[src/rtl/rtc_bus_arbiter.sv]
// rtc_bus_arbiter: round-robin sharing of the single RTC bus-cycle engine.
// Each granted request is one address+data transfer; the arbiter drives the
// AD byte in the engine's phase windows, captures read data and acks the requester.
module rtc_bus_arbiter #(
    parameter int unsigned NREQ    = 3,
    parameter int unsigned TIMEOUT = 255,
    parameter int unsigned TW      = 8
) (
    input  logic                Clock,
    input  logic                Reset,
    input  logic [NREQ-1:0]     req,
    input  logic [NREQ-1:0]     req_we,
    input  logic [8*NREQ-1:0]   req_addr,
    input  logic [8*NREQ-1:0]   req_wdata,
    output logic [NREQ-1:0]     ack,
    output logic [7:0]          rdata,
    output logic                err,
    output logic                busy,
    output logic                cyc_start,
    output logic                cyc_wr,
    input  logic                cyc_sent_a,
    input  logic                cyc_sent_d,
    input  logic                cyc_fin,
    output logic [7:0]          bus_out,
    output logic                bus_oe,
    input  logic [7:0]          bus_in
);

    localparam int unsigned GW = (NREQ > 1) ? $clog2(NREQ) : 1;

    localparam logic [1:0] S_IDLE  = 2'd0;
    localparam logic [1:0] S_START = 2'd1;
    localparam logic [1:0] S_BUSY  = 2'd2;
    localparam logic [1:0] S_DONE  = 2'd3;

    logic [1:0]      state, state_nx;
    logic [NREQ-1:0] gnt_oh, gnt_oh_nx;
    logic [GW-1:0]   gnt_idx, gnt_idx_nx;
    logic [GW-1:0]   last_gnt, last_gnt_nx;
    logic            we_q, we_nx;
    logic [7:0]      addr_q, addr_nx;
    logic [7:0]      wdata_q, wdata_nx;
    logic [TW-1:0]   timer, timer_nx;
    logic            err_q, err_q_nx;
    logic [7:0]      rdata_nx;
    logic [NREQ-1:0] ack_nx;
    logic            err_nx, busy_nx, cyc_start_nx, cyc_wr_nx;
    logic            capture_c;

    // Round-robin pick: lowest requester above last_gnt, else lowest overall
    logic [NREQ-1:0]           above_mask;
    logic [NREQ-1:0]           req_above;
    logic [NREQ-1:0]           pick_vec;
    logic [NREQ-1:0]           pick_oh;
    logic [GW-1:0][NREQ-1:0]   idx_bit_mask;
    logic [7:0][NREQ-1:0]      addr_col;
    logic [7:0][NREQ-1:0]      wdata_col;
    logic [GW-1:0]             sel_idx;
    logic [7:0]                sel_addr;
    logic [7:0]                sel_wdata;

    for (genvar g = 0; g < NREQ; g++) begin : g_req
        assign above_mask[g] = (GW'(g) > last_gnt);
        for (genvar b = 0; b < GW; b++) begin : g_idx
            assign idx_bit_mask[b][g] = 1'((g >> b) & 1);
        end
        for (genvar k = 0; k < 8; k++) begin : g_col
            assign addr_col[k][g]  = req_addr[8*g+k];
            assign wdata_col[k][g] = req_wdata[8*g+k];
        end
    end

    assign req_above = req & above_mask;
    assign pick_vec  = (|req_above) ? req_above : req;
    assign pick_oh   = pick_vec & (~pick_vec + NREQ'(1));

    for (genvar b = 0; b < GW; b++) begin : g_sel_idx
        assign sel_idx[b] = |(pick_oh & idx_bit_mask[b]);
    end
    for (genvar k = 0; k < 8; k++) begin : g_sel_byte
        assign sel_addr[k]  = |(pick_oh & addr_col[k]);
        assign sel_wdata[k] = |(pick_oh & wdata_col[k]);
    end

    // AD bus drive and read-capture enable, only meaningful while BUSY
    always_comb begin
        bus_out   = '0;
        bus_oe    = 1'b0;
        capture_c = 1'b0;
        if (state == S_BUSY) begin
            if (cyc_sent_a) begin
                bus_out = addr_q;
                bus_oe  = 1'b1;
            end else if (cyc_sent_d) begin
                if (we_q) begin
                    bus_out = wdata_q;
                    bus_oe  = 1'b1;
                end else begin
                    capture_c = 1'b1;
                end
            end
        end
    end

    // Next-state, datapath and registered-output logic
    always_comb begin
        state_nx    = state;
        gnt_oh_nx   = gnt_oh;
        gnt_idx_nx  = gnt_idx;
        last_gnt_nx = last_gnt;
        we_nx       = we_q;
        addr_nx     = addr_q;
        wdata_nx    = wdata_q;
        timer_nx    = timer;
        err_q_nx    = err_q;
        rdata_nx    = rdata;

        case (state)
            S_IDLE: begin
                if (|req) begin
                    gnt_oh_nx  = pick_oh;
                    gnt_idx_nx = sel_idx;
                    we_nx      = |(pick_oh & req_we);
                    addr_nx    = sel_addr;
                    wdata_nx   = sel_wdata;
                    state_nx   = S_START;
                end
            end
            S_START: begin
                timer_nx = '0;
                state_nx = S_BUSY;
            end
            S_BUSY: begin
                timer_nx = timer + TW'(1);
                if (capture_c) begin
                    rdata_nx = bus_in;
                end
                if (cyc_fin) begin
                    err_q_nx = 1'b0;
                    state_nx = S_DONE;
                end else if (timer == TW'(TIMEOUT - 1)) begin
                    err_q_nx = 1'b1;
                    state_nx = S_DONE;
                end
            end
            S_DONE: begin
                last_gnt_nx = gnt_idx;
                state_nx    = S_IDLE;
            end
            default: begin
                state_nx = S_IDLE;
            end
        endcase

        ack_nx       = (state_nx == S_DONE) ? gnt_oh_nx : '0;
        err_nx       = (state_nx == S_DONE) && err_q_nx;
        busy_nx      = (state_nx != S_IDLE);
        cyc_start_nx = (state_nx == S_START);
        cyc_wr_nx    = (state_nx != S_IDLE) && we_nx;
    end

    // State and output registers with synchronous reset
    always_ff @(posedge Clock) begin
        if (Reset) begin
            state     <= S_IDLE;
            gnt_oh    <= '0;
            gnt_idx   <= '0;
            last_gnt  <= GW'(NREQ - 1);
            we_q      <= 1'b0;
            addr_q    <= '0;
            wdata_q   <= '0;
            timer     <= '0;
            err_q     <= 1'b0;
            rdata     <= '0;
            ack       <= '0;
            err       <= 1'b0;
            busy      <= 1'b0;
            cyc_start <= 1'b0;
            cyc_wr    <= 1'b0;
        end else begin
            state     <= state_nx;
            gnt_oh    <= gnt_oh_nx;
            gnt_idx   <= gnt_idx_nx;
            last_gnt  <= last_gnt_nx;
            we_q      <= we_nx;
            addr_q    <= addr_nx;
            wdata_q   <= wdata_nx;
            timer     <= timer_nx;
            err_q     <= err_q_nx;
            rdata     <= rdata_nx;
            ack       <= ack_nx;
            err       <= err_nx;
            busy      <= busy_nx;
            cyc_start <= cyc_start_nx;
            cyc_wr    <= cyc_wr_nx;
        end
    end

endmodule

[config.mk]
export PLATFORM = sky130hd
export DESIGN_NAME = rtc_bus_arbiter
export DESIGN_NICKNAME = d
export VERILOG_FILES = /design/src/rtl/rtc_bus_arbiter.sv
export SDC_FILE = /design/constraint.sdc
export NUM_CORES = 1
export LEC_CHECK = 0
export CORE_AREA = 4 4 128 69
export CTS_BUF_LIST = sky130_fd_sc_hd__clkbuf_8
export CTS_CLUSTER_SIZE = 8
export DETAILED_ROUTE_END_ITERATION = 8
export DIE_AREA = 0 0 132 73
export MAX_ROUTING_LAYER = met4
export PLACE_DENSITY = 0.58
export SYNTH_ARGS = -nofsm -noshare
export SYNTH_HDL_FRONTEND = slang
export SYNTH_SLANG_ARGS = --single-unit
[constraint.sdc]
create_clock -name Clock -period 1.8 [get_ports Clock]
set_input_delay 0.36 -clock Clock [delete_from_list [all_inputs] [get_ports Clock]]
set_output_delay 0.36 -clock Clock [all_outputs]
set_load 0.01 [all_outputs]
* Word-level counts from Yosys, hierarchy flattened
Index checks and enable logic that the tools add are counted.
Cells by class: add/sub/neg operators 2, multipliers 0, divide/modulo/power cells 0, magnitude comparators 3, equality and inequality tests 6, shift-type cells 0, muxes and demuxes 25, bitwise gates (word level) 21, reduce and logical (&&, ||, !) cells 27
Operator list (number):
- $and 3x3->3 | 19
- $reduce_or 3->1 | 19
- $mux 8 | 4
- $pmux 8 s2 | 1
- $mux 1 | 13
- $mux 3 | 3
- $add 8x1->8 const B | 1
- $eq 8x8->1 const B | 1
- $pmux 2 s4 | 1
- $eq 2x2->1 const B | 3
- $mux 2 | 3
- $eq 2x1->1 const B | 2
- $gt 1x2->1 const A | 2
- $reduce_and 2->1 | 2
- $reduce_bool 2->1 | 2
- $add 3x1->3 const B | 1
- $not 3->3 | 1
- $gt 2x2->1 const A | 1
- $logic_and 1x1->1 | 2
- $logic_not 2->1 | 1
- $reduce_or 2->1 | 1
- $not 1->1 | 1
Storage, ports and cells: register bits after elaboration 50, latch bits 0, bits in writable memories 0, ROM bits 0, input port bits 67, output and inout bits 24, word-level logic and storage cells 99, memories kept 0

* Logic depth before layout (Yosys ltp)
Gate-level depths: netlist (run 1).
word-level depth 12, gate-level depth with buffers 7, depth with buffers taken out 6

* Worst setup path before layout (run 1)
Ideal clock, no wire load.
path kind reg2reg, from reg state[0], to reg timer[5], setup time 0.070 ns, arrival time 1.550 ns, data required time 1.730 ns, path slack 0.180 ns, cell stages (with the launch flop) 7, path buffers 1, period minus slack after synthesis 1.620 ns, path through dfxtp_1 -> inv_1 -> ha_1 -> clkbuf_1 -> nand4_1 -> or3_1 -> a21oi_1
On the way: word-level cells in the longest chain between the ends 2, elaborated cells between the ends (all ways) 4, those cells by class 2 x eq/ne; 1 x mux; 1 x reduce/logical
Ends and longest elaborated chain:
- start, declared | line 36 | logic [1:0] state, state_nx;
- start signal, assigned | line 181 | state <= state_nx;
- $eq 2x2->1 / $eq 2x1->1 (equally long branches) | line 118 | case (state)
- $pmux 8 s2 / $reduce_bool 2->1 (equally long branches)
- end signal, assigned | line 188 | timer <= timer_nx;
- end, declared | line 43 | logic [TW-1:0] timer, timer_nx;
Several ways; a longest one is shown, not always the timed one. A chain may end at the register's enable or synchronous reset.

* Worst setup path in the final report (run 1)
from reg we_q, to out bus_out[4]
On the way: word-level cells in the longest chain between the ends 4
Ends and longest elaborated chain:
- start, declared | line 40 | logic we_q, we_nx;
- start signal, assigned | line 185 | we_q <= we_nx;
- $mux 8 | line 95 | if (we_q) begin
- $mux 8 | line 94 | end else if (cyc_sent_d) begin
- $mux 8 | line 91 | if (cyc_sent_a) begin
- $mux 8 | line 90 | if (state == S_BUSY) begin
- end, declared | line 24 | output logic [7:0] bus_out,
No other way between the ends.

==> run metrics, run 1 <==
Crit Path Max Fanout=8; GRT Util Overall=15.8%; Rel. slew slack=slightly above 70%; final net count=444; CORE AREA=7740 sq um; final std cells w/o fill=471; pin count of the biggest net entering global routing=23; Antenna diodes=0; PwrDens=968 nW/um^2; CTS sink cnt=50; Final WS setup=103 ps; sequential share of the synthesized area=roughly 44%; Post-synth ARST share=0%; final core occ=between 40% and 50%; Main synth FF type=dfxtp_1; Worst Tran Pin Value=414 ps; Power Total=3570 uW; clock buffer depth=2; Crit path required time=around 1400 ps; Netlist cell types=31; min-delay worst type=in2reg; drt pass-1 iters=4; starting density of the core=29.1%; die area=just under 10000 sq um; WP data arrival=1340 ps; Critical Path Sink Type=primary output; DR vias/cell=4.78; area leader, netlist=dfxtp_1; DR iter-0 viols=150; Buffers on Ports=90; Syn. warnings=0; dpl hpwl=5590 um; CP delay by family, top=simple AND/OR/NAND/NOR gates; row count=23; most frequent cells in the layout=clkdlybuf4s50_1, dfxtp_1, nor2_1; routed len/inst=15.3 um; Final Hold Viols=0; Cell Area, Synth=2260 sq um; Antenna Violating Nets Remaining=0; Worst-path clk slew=90 ps; outcome=complete, no violations; Synth Area per Inst=8.99 sq um; Setup CP Type=reg2out; WP buf/inv=1; vias in the first global route=approximately 2.3k; Clock Skew=7.26 ps; Via Count=2250; Post-CTS Hold Buffers=0; Layout area overhead=63.6%; commonest non-fill, non-tap cell in the layout=clkdlybuf4s50_1; maxcap violations=0; # DRC=0; H-tree level count=2; pre-CTS setup slack=-608 ps; grt total ovfl=0; dpl cells=460; Worst path slowest cell=dfxtp_2; root buffer cell=clkbuf_8; syn_nets=324; first-pass GRT wire length=11700 um; Tmin final=1700 ps; max incr delay on CP=360 ps; Yosys reg bits=50; antenna violations before repair=0; top cells by area in the synthesized netlist=dfxtp_1, a222oi_1, nor2_1; Slew Viols, Final=0; Peak Freq=589 MHz; Die Ht=between 70 and 80 um; layout cell share with drive strength beyond 1=19.7%; Total Wirelength=7190 um; placer congestion estimate=0.763; CP Launch Type=register; EDFF count, synth=0; Num CTS Buffers=5; chip width=132 um; VDD IR max=0.350 mV; I/O pins=91; crit path cell chain=nand2_4, nor3b_2, a21oi_1, nor2b_1, clkdlybuf4s15_2; CTS tree=yes; Mapped Cells=251; Leakage=approximately 0.0014 uW; endpoints failing setup=0; Hold WS=457 ps; period utilization=94.3%; share of the synthesized area in the top cell type=44.4%; Worst-Skew Late Latency=310 ps
==> cell usage after synthesis, drive strengths merged, types with 2 or more instances <==
cell type   n
nand2      12
or3         2
inv         5
nand3       2
buf         7
nor3        3
mux2i       9
nor2       40
dfxtp      50
o21ai       4
clkbuf     11
o21bai      2
a21oi      20
ha          6
xor2        4
nand4       5
nand2b      3
nor3b       8
a211oi     19
a222oi     17
nor2b      14
==> cells by family (layout without fill, tap and decap cells) <==
logic type	count (synthesis)	in the layout	synth area share (%)
simple gates	91	91	19.8
compound gates	68	68	22.5
xor+xnor	4	4	1.55
mux	9	9	3.99
buf+inv	23	143	4.49
fa+ha+maj	6	6	3.33
flops	50	50	44.4
==> registers in the layout, indices dropped and copies added (netlist names) <==
name and count:
we_q 1, err_q 1, cyc_start 1, state 2, addr_q 8, gnt_idx 2, gnt_oh 3, busy 1
err 1, ack 3, timer 8, cyc_wr 1, last_gnt 2, wdata_q 8, rdata 8
==> worst paths after layout <==
kind	from	endpoint	slack (ps)	cells past startpoint
worst min register to register	gnt_oh[2]	ack[2]	470	2
worst min-delay path	Reset	state[1]	460	2
worst max register to register	last_gnt[1]	we_q	120	6
worst max-delay path	we_q	bus_out[4]	100	5
==> power breakdown <==
part           switching, uW  internal (uW)  total, uW  leakage, uW
logic                    709            824       1530     0.000947
registers                113           1310       1420     0.000410
clock network            358            257        616    0.0000466
total                   1180           2390       3570      0.00140
==> through the flow <==
step | area (sq um) | TNS (ps)
after floorplan | 2260 | 0
after global placement | 3530 | -12500
after detailed placement | 3530 | -13410
after CTS | 3640 | 0
after global routing | 3690 | -83.3
final | 3690 | 0
==> routing by layer <==
metal	wire, um	track usage, %	up-vias
met5	0	-	-
met4	37	3.14	0
met3	421	3.99	4
met2	2790	20.7	59
met1	3950	23.9	1027
li1	-	-	1160
==> what timing repair did <==
| action | CTS | global route |
|---|---|---|
| gates resized for setup | 40 | 14 |
| setup buffers | 1 | 3 |
| gates cloned | 0 | 0 |
| pin swaps | 2 | 5 |
| endpoints found under the setup margin | 29 | 27 |
==> final cells by class <==
type | count | area [sq um]
multi-input combinational | 178 | 1240
sequential | 50 | 1000
tap | 100 | 125
clock inverter | 2 | 7.51
clock buffer | 5 | 68.8
fill | 743 | 4050
timing repair buffer | 131 | 1220
inverter | 5 | 18.8
(Power assumes the default switching activity.)
==> inputs of run 2 (changes only) <==
Settings changed: RECOVER_POWER set to 100.
==> run 2 against run 1 <==
First-iteration DRC count fell by 1.3%. Sequential share of layout area grew 0.14 points. Critical endpoint unchanged. Combinational power hardly changed. Largest power group unchanged. Register-to-register slack about the same. Sequential power hardly changed. Global-route usage stayed put. Clock skew rose by 0.96 ps.
==> run metrics, run 2 (synthesized netlist as in run 1, its figures left out) <==
placer congestion estimate=0.763 (unchanged); WP buf/inv=1 (unchanged); maxcap violations=0 (unchanged); crit path cell chain=nand2_4, nor3b_2, a21oi_1, nor2b_1, clkdlybuf4s15_2 (unchanged); CP Launch Type=register (unchanged); # DRC=0 (unchanged); H-tree level count=2 (unchanged); Antenna diodes=0 (unchanged); Clock Skew=8.22 ps (was 7.26 ps); Final WS setup=101 ps (was 103 ps); Post-CTS Hold Buffers=0 (unchanged); Die Ht=73 um (unchanged); WL met3=367 um (was 421 um); drt pass-1 iters=6 (was 4); Worst Tran Pin Value=405 ps (was 414 ps); clock buffer depth=2 (unchanged); first-pass GRT wire length=11700 um (unchanged); met2 WL=2790 um (unchanged); Antenna Violating Nets Remaining=0 (unchanged); r2r endpoint=we_q (unchanged); Buffers on Ports=90 (unchanged); routed len/inst=15.3 um (about the same); Rel. slew slack=73.0% (was 72.4%); Tmin final=1700 ps (about the same); outcome=complete, no violations (unchanged); row count=23 (unchanged); register area=1000 sq um (unchanged); Leakage=0.00144 uW (was 0.00140 uW); antenna violations before repair=0 (unchanged); PwrDens=963 nW/um^2 (was 968 nW/um^2); CP delay by family, top=simple AND/OR/NAND/NOR gates (unchanged); Worst path slowest cell=dfxtp_2 (unchanged); vias in the first global route=2307 (unchanged); Power Total=3540 uW (was 3570 uW); dpl hpwl=5590 um (unchanged); Peak Freq=589 MHz (about the same); Num CTS Buffers=5 (unchanged); Total Wirelength=7210 um (was 7190 um); final core occ=47.4% (was 47.7%); Setup CP Type=reg2out (unchanged); Crit path required time=1440 ps (about the same); Worst Setup SP=we_q (unchanged); DP Area=3530 sq um (unchanged); grt total ovfl=0 (unchanged); Layout area overhead=62.7% (was 63.6%); DR iter-0 viols=148 (was 150); starting density of the core=29.1% (unchanged); root buffer cell=clkbuf_8 (unchanged); period utilization=94.4% (was 94.3%); I/O pins=91 (unchanged); layout cell share with drive strength beyond 1=19.1% (was 19.7%); FILL cells=748 (was 743); CORE AREA=7740 sq um (unchanged); M1 wire length=4000 um (was 3950 um); Via Count=2265 (was 2250); Crit Path Max Fanout=8 (unchanged); WP data arrival=1340 ps (about the same); r2r setup slk=120 ps (about the same); chip width=132 um (unchanged); VDD IR max=0.352 mV (was 0.350 mV); final net count=444 (unchanged); Final Hold Viols=0 (unchanged); Levels on crit path=5 (unchanged); r2r worst-path depth=6 (unchanged); endpoints failing setup=0 (unchanged); DR vias/cell=4.81 (was 4.78); die area=9640 sq um (unchanged); area of the multi-input gates=1230 sq um (was 1240 sq um); critical path endpoint=bus_out[4] (unchanged); GRT Util Overall=15.8% (unchanged); Slew Viols, Final=0 (unchanged); highest routed layer=met4 (unchanged); commonest non-fill, non-tap cell in the layout=clkdlybuf4s50_1 (unchanged); CTS sink cnt=50 (unchanged); Worst-Skew Late Latency=300 ps (was 310 ps); max incr delay on CP=360 ps (about the same); min-delay worst type=in2reg (unchanged); R2R Path Start=last_gnt[1] (unchanged); pre-CTS setup slack=-608 ps (unchanged); Worst-path clk slew=90 ps (about the same); most frequent cells in the layout=clkdlybuf4s50_1, dfxtp_1, nor2_1 (unchanged); Critical Path Sink Type=primary output (unchanged); final non-filler cell area=3670 sq um (was 3690 sq um); pin count of the biggest net entering global routing=23 (unchanged); CTS tree=yes (unchanged)
==> run 2: cell count changes in the layout (fill, tap and decap cells not counted) <==
cell,before,now
clkdlybuf4s50_1,75,60
dlygate4sd3_1,0,15
buf_4,37,30
clkbuf_4,0,4
clkbuf_2,2,4
clkbuf_1,0,1
nor2b_1,12,13
nor2b_2,1,0
o21ai_2,0,1
o21ai_4,1,0
==> run 2: routing by layer <==
| metal | up-vias | global-route usage, % |
|---|---|---|
| met5 | - | - |
| met4 | 0 | 3.14 |
| met3 | 8 | 3.99 |
| met2 | 57 | 20.7 |
| met1 | 1038 | 23.9 |
| li1 | 1162 | - |
==> run 2: cell type report <==
class	count	share of cell area (%)
sequential	50	27.3
clock buffer	5	1.87
multi-input combinational	178	33.6
tap	100	3.41
clock inverter	2	0.204
inverter	5	0.511
timing repair buffer	131	33.0
==> run 2: stage by stage <==
step                      setup TNS, ps  hold WS [ps]  cells
after floorplan                       0           432    251
after global placement           -12500           447    460
after detailed placement         -13410           460    460
after CTS                             0           459    468
after global routing              -82.0           466    471
final                                 0           458    471
==> run 2: where the power goes <==
part	leakage (uW)	internal [uW]	switching [uW]
Combinational	0.000987	792	709
Clock	0.0000466	257	358
Sequential	0.000410	1310	111
==> run 2: worst min-delay path by stage <==
| stage | start | to | slack, ps | cells past startpoint |
|---|---|---|---|---|
| 2_1_floorplan | err_q | err_q | 430 | 1 |
| 3_3_place_gp | err_q | err_q | 450 | 1 |
| 3_5_place_dp | err_q | err_q | 460 | 1 |
| 4_1_cts | Reset | state[1] | 460 | 2 |
| 5_1_grt | Reset | state[1] | 470 | 2 |
| 6_report | Reset | state[1] | 460 | 2 |
==> run 2: timing repair <==
item                                   4_1_cts  5_1_grt
setup buffers                                1        3
pin swaps                                    2        5
resized for setup                           40       14
endpoints found under the hold margin        0        0
setup endpoints to repair                   29       27
==> inputs of run 3 (changes only) <==
Settings changed: SKIP_LAST_GASP set to 1.
==> run 3 against run 2 <==
Critical path depth down 1. Clock power hardly changed. Combinational power is essentially flat. First-iteration DRC count is 3.4% higher. Hold slack improved by 3.0 ps. Global-route usage did not move. Setup slack worse by 32 ps. Fmax shrank 1.8%. Via count shrank 0.35%. Clock-buffer cell count is the same. Largest power group unchanged. Highest routed layer unchanged.
==> run metrics, run 3 (synthesized netlist as in run 1, its figures left out) <==
outcome=complete, no violations (unchanged); Buffers on Ports=90 (unchanged); Power Total=3570 uW (was 3540 uW); CTS sink cnt=50 (unchanged); min-delay worst type=in2reg (unchanged); Die Ht=73 um (unchanged); CORE AREA=7740 sq um (unchanged); CP Launch Type=register (unchanged); Rel. slew slack=72.4% (was 73.0%); Hold WS=461 ps (was 458 ps); pin count of the biggest net entering global routing=23 (unchanged); Leakage=0.00141 uW (was 0.00144 uW); period utilization=96.2% (was 94.4%); Layout area overhead=63.7% (was 62.7%); Final WS setup=69.3 ps (was 101 ps); Num CTS Buffers=5 (unchanged); placer congestion estimate=0.763 (unchanged); row count=23 (unchanged); layout cell share with drive strength beyond 1=19.4% (was 19.1%); maxcap violations=0 (unchanged); Tmin final=1730 ps (was 1700 ps); I/O pins=91 (unchanged); Peak Freq=578 MHz (was 589 MHz); Final Hold Viols=0 (unchanged); r2r setup slk=120 ps (about the same); crit path cell chain=inv_1, ha_4, nor2b_1, dlygate4sd2_1 (was nand2_4, nor3b_2, a21oi_1, nor2b_1, clkdlybuf4s15_2); antenna violations before repair=0 (unchanged); Crit Path Max Fanout=13 (was 8); DR iter-0 viols=153 (was 148); root buffer cell=clkbuf_8 (unchanged); max incr delay on CP=320 ps (was 360 ps); routed len/inst=15.2 um (was 15.3 um); PwrDens=966 nW/um^2 (was 963 nW/um^2); starting density of the core=29.1% (unchanged); Total Wirelength=7180 um (was 7210 um); RSZ-0062 raised after global routing=true; # DRC=0 (unchanged); Antenna Violating Nets Remaining=0 (unchanged); chip width=132 um (unchanged); final net count=444 (unchanged); grt total ovfl=0 (unchanged); met1 usage=23.9% (unchanged); FILL cells=743 (was 748); dpl hpwl=5590 um (unchanged); clock buffer depth=2 (unchanged); DR vias/cell=4.79 (was 4.81); Worst path slowest cell=dfxtp_1 (was dfxtp_2); GRT Util Overall=15.8% (unchanged); Antenna diodes=0 (unchanged); endpoints failing setup=0 (unchanged); Critical Path Sink Type=primary output (unchanged); Clock Skew=6.41 ps (was 8.22 ps); Worst Tran Pin Value=415 ps (was 405 ps); die area=9640 sq um (unchanged); pre-CTS setup slack=-608 ps (unchanged); commonest non-fill, non-tap cell in the layout=clkdlybuf4s50_1 (unchanged); drt pass-1 iters=6 (unchanged); WP buf/inv=2 (was 1); most frequent cells in the layout=clkdlybuf4s50_1, dfxtp_1, nor2_1 (unchanged); Crit path required time=1440 ps (about the same); Setup CP Type=reg2out (unchanged); Worst-path clk slew=80 ps (was 90 ps); Slew Viols, Final=0 (unchanged); CTS tree=yes (unchanged); WP data arrival=1370 ps (was 1340 ps); met2 global-route usage=20.7% (unchanged); first-pass GRT wire length=11700 um (unchanged); GRT busiest layer=met1 (unchanged); CP delay by family, top=buffers and inverters (was simple AND/OR/NAND/NOR gates); GR Layer Usage met3=3.99% (unchanged); vias in the first global route=2307 (unchanged); H-tree level count=2 (unchanged); Worst-Skew Late Latency=300 ps (about the same); Via Count=2257 (was 2265); VDD IR max=0.349 mV (was 0.352 mV)
run 3: cell types whose count changed in the layout (fill, tap and decap cells not counted):
cell             before  now
clkdlybuf4s50_1      60   75
clkbuf_4              4    1
nor2b_2               0    1
nor2b_1              13   12
clkbuf_2              4    1
dlygate4sd2_1         5    6
buf_4                30   36
o21ai_2               1    0
clkbuf_1              1    0
o21ai_4               0    1
dlygate4sd3_1        15    0
run 3: per-layer routing:
| metal | vias up | wire, um |
|---|---|---|
| met1 | 1038 | 4020 |
| met4 | 0 | 34 |
| li1 | 1161 | - |
| met5 | - | 0 |
| met3 | 4 | 324 |
| met2 | 54 | 2800 |
run 3: worst paths after layout:
kind                            startpoint        to  depth (start not counted)
worst min register to register   gnt_oh[2]    ack[2]                          2
worst max-delay path              state[0]    bus_oe                          4
worst max register to register    state[1]  timer[5]                          6
worst min-delay path                 Reset  state[1]                          2
run 3: what timing repair did:
action	4_1_cts	5_1_grt
endpoints found under the setup margin	29	27
resized for setup	40	12
pin swaps	2	5
buffers inserted	1	3
endpoints found under the hold margin	0	0
hold buffers	0	0
run 3: final cells by class:
cell class                 instances  area, sq um  share of cell area (%)
clock buffer                       5         68.8                    1.86
clock inverter                     2         7.51                   0.203
inverter                           5         18.8                   0.508
multi-input combinational        178         1240                    33.7
sequential                        50         1000                    27.2
tap                              100          125                    3.39
timing repair buffer             131         1220                    33.2
run 3: power by group:
part	switching [uW]	total (uW)	internal, uW	leakage [uW]
Clock	355	613	257	0.0000466
Sequential	113	1420	1310	0.000410
Combinational	709	1530	825	0.000950
run 3: through the flow:
step / instance area [sq um] / std cells / TNS (ps) / util (%)
after floorplan: 2260 / 251 / 0 / -
after global placement: 3530 / 460 / -12500 / 45.6
after detailed placement: 3530 / 460 / -13410 / 45.6
after CTS: 3640 / 468 / 0 / 47.0
after global routing: 3690 / 471 / -129 / 47.7
final: 3690 / 471 / 0 / 47.7
run 3: worst register-to-register path: stages, from the launching register on:
cell and delay, ps:
dfxtp_2 360, clkbuf_4 140, inv_1 70, ha_4 310, nand4_1 210, or3_1 400
a21oi_1 140
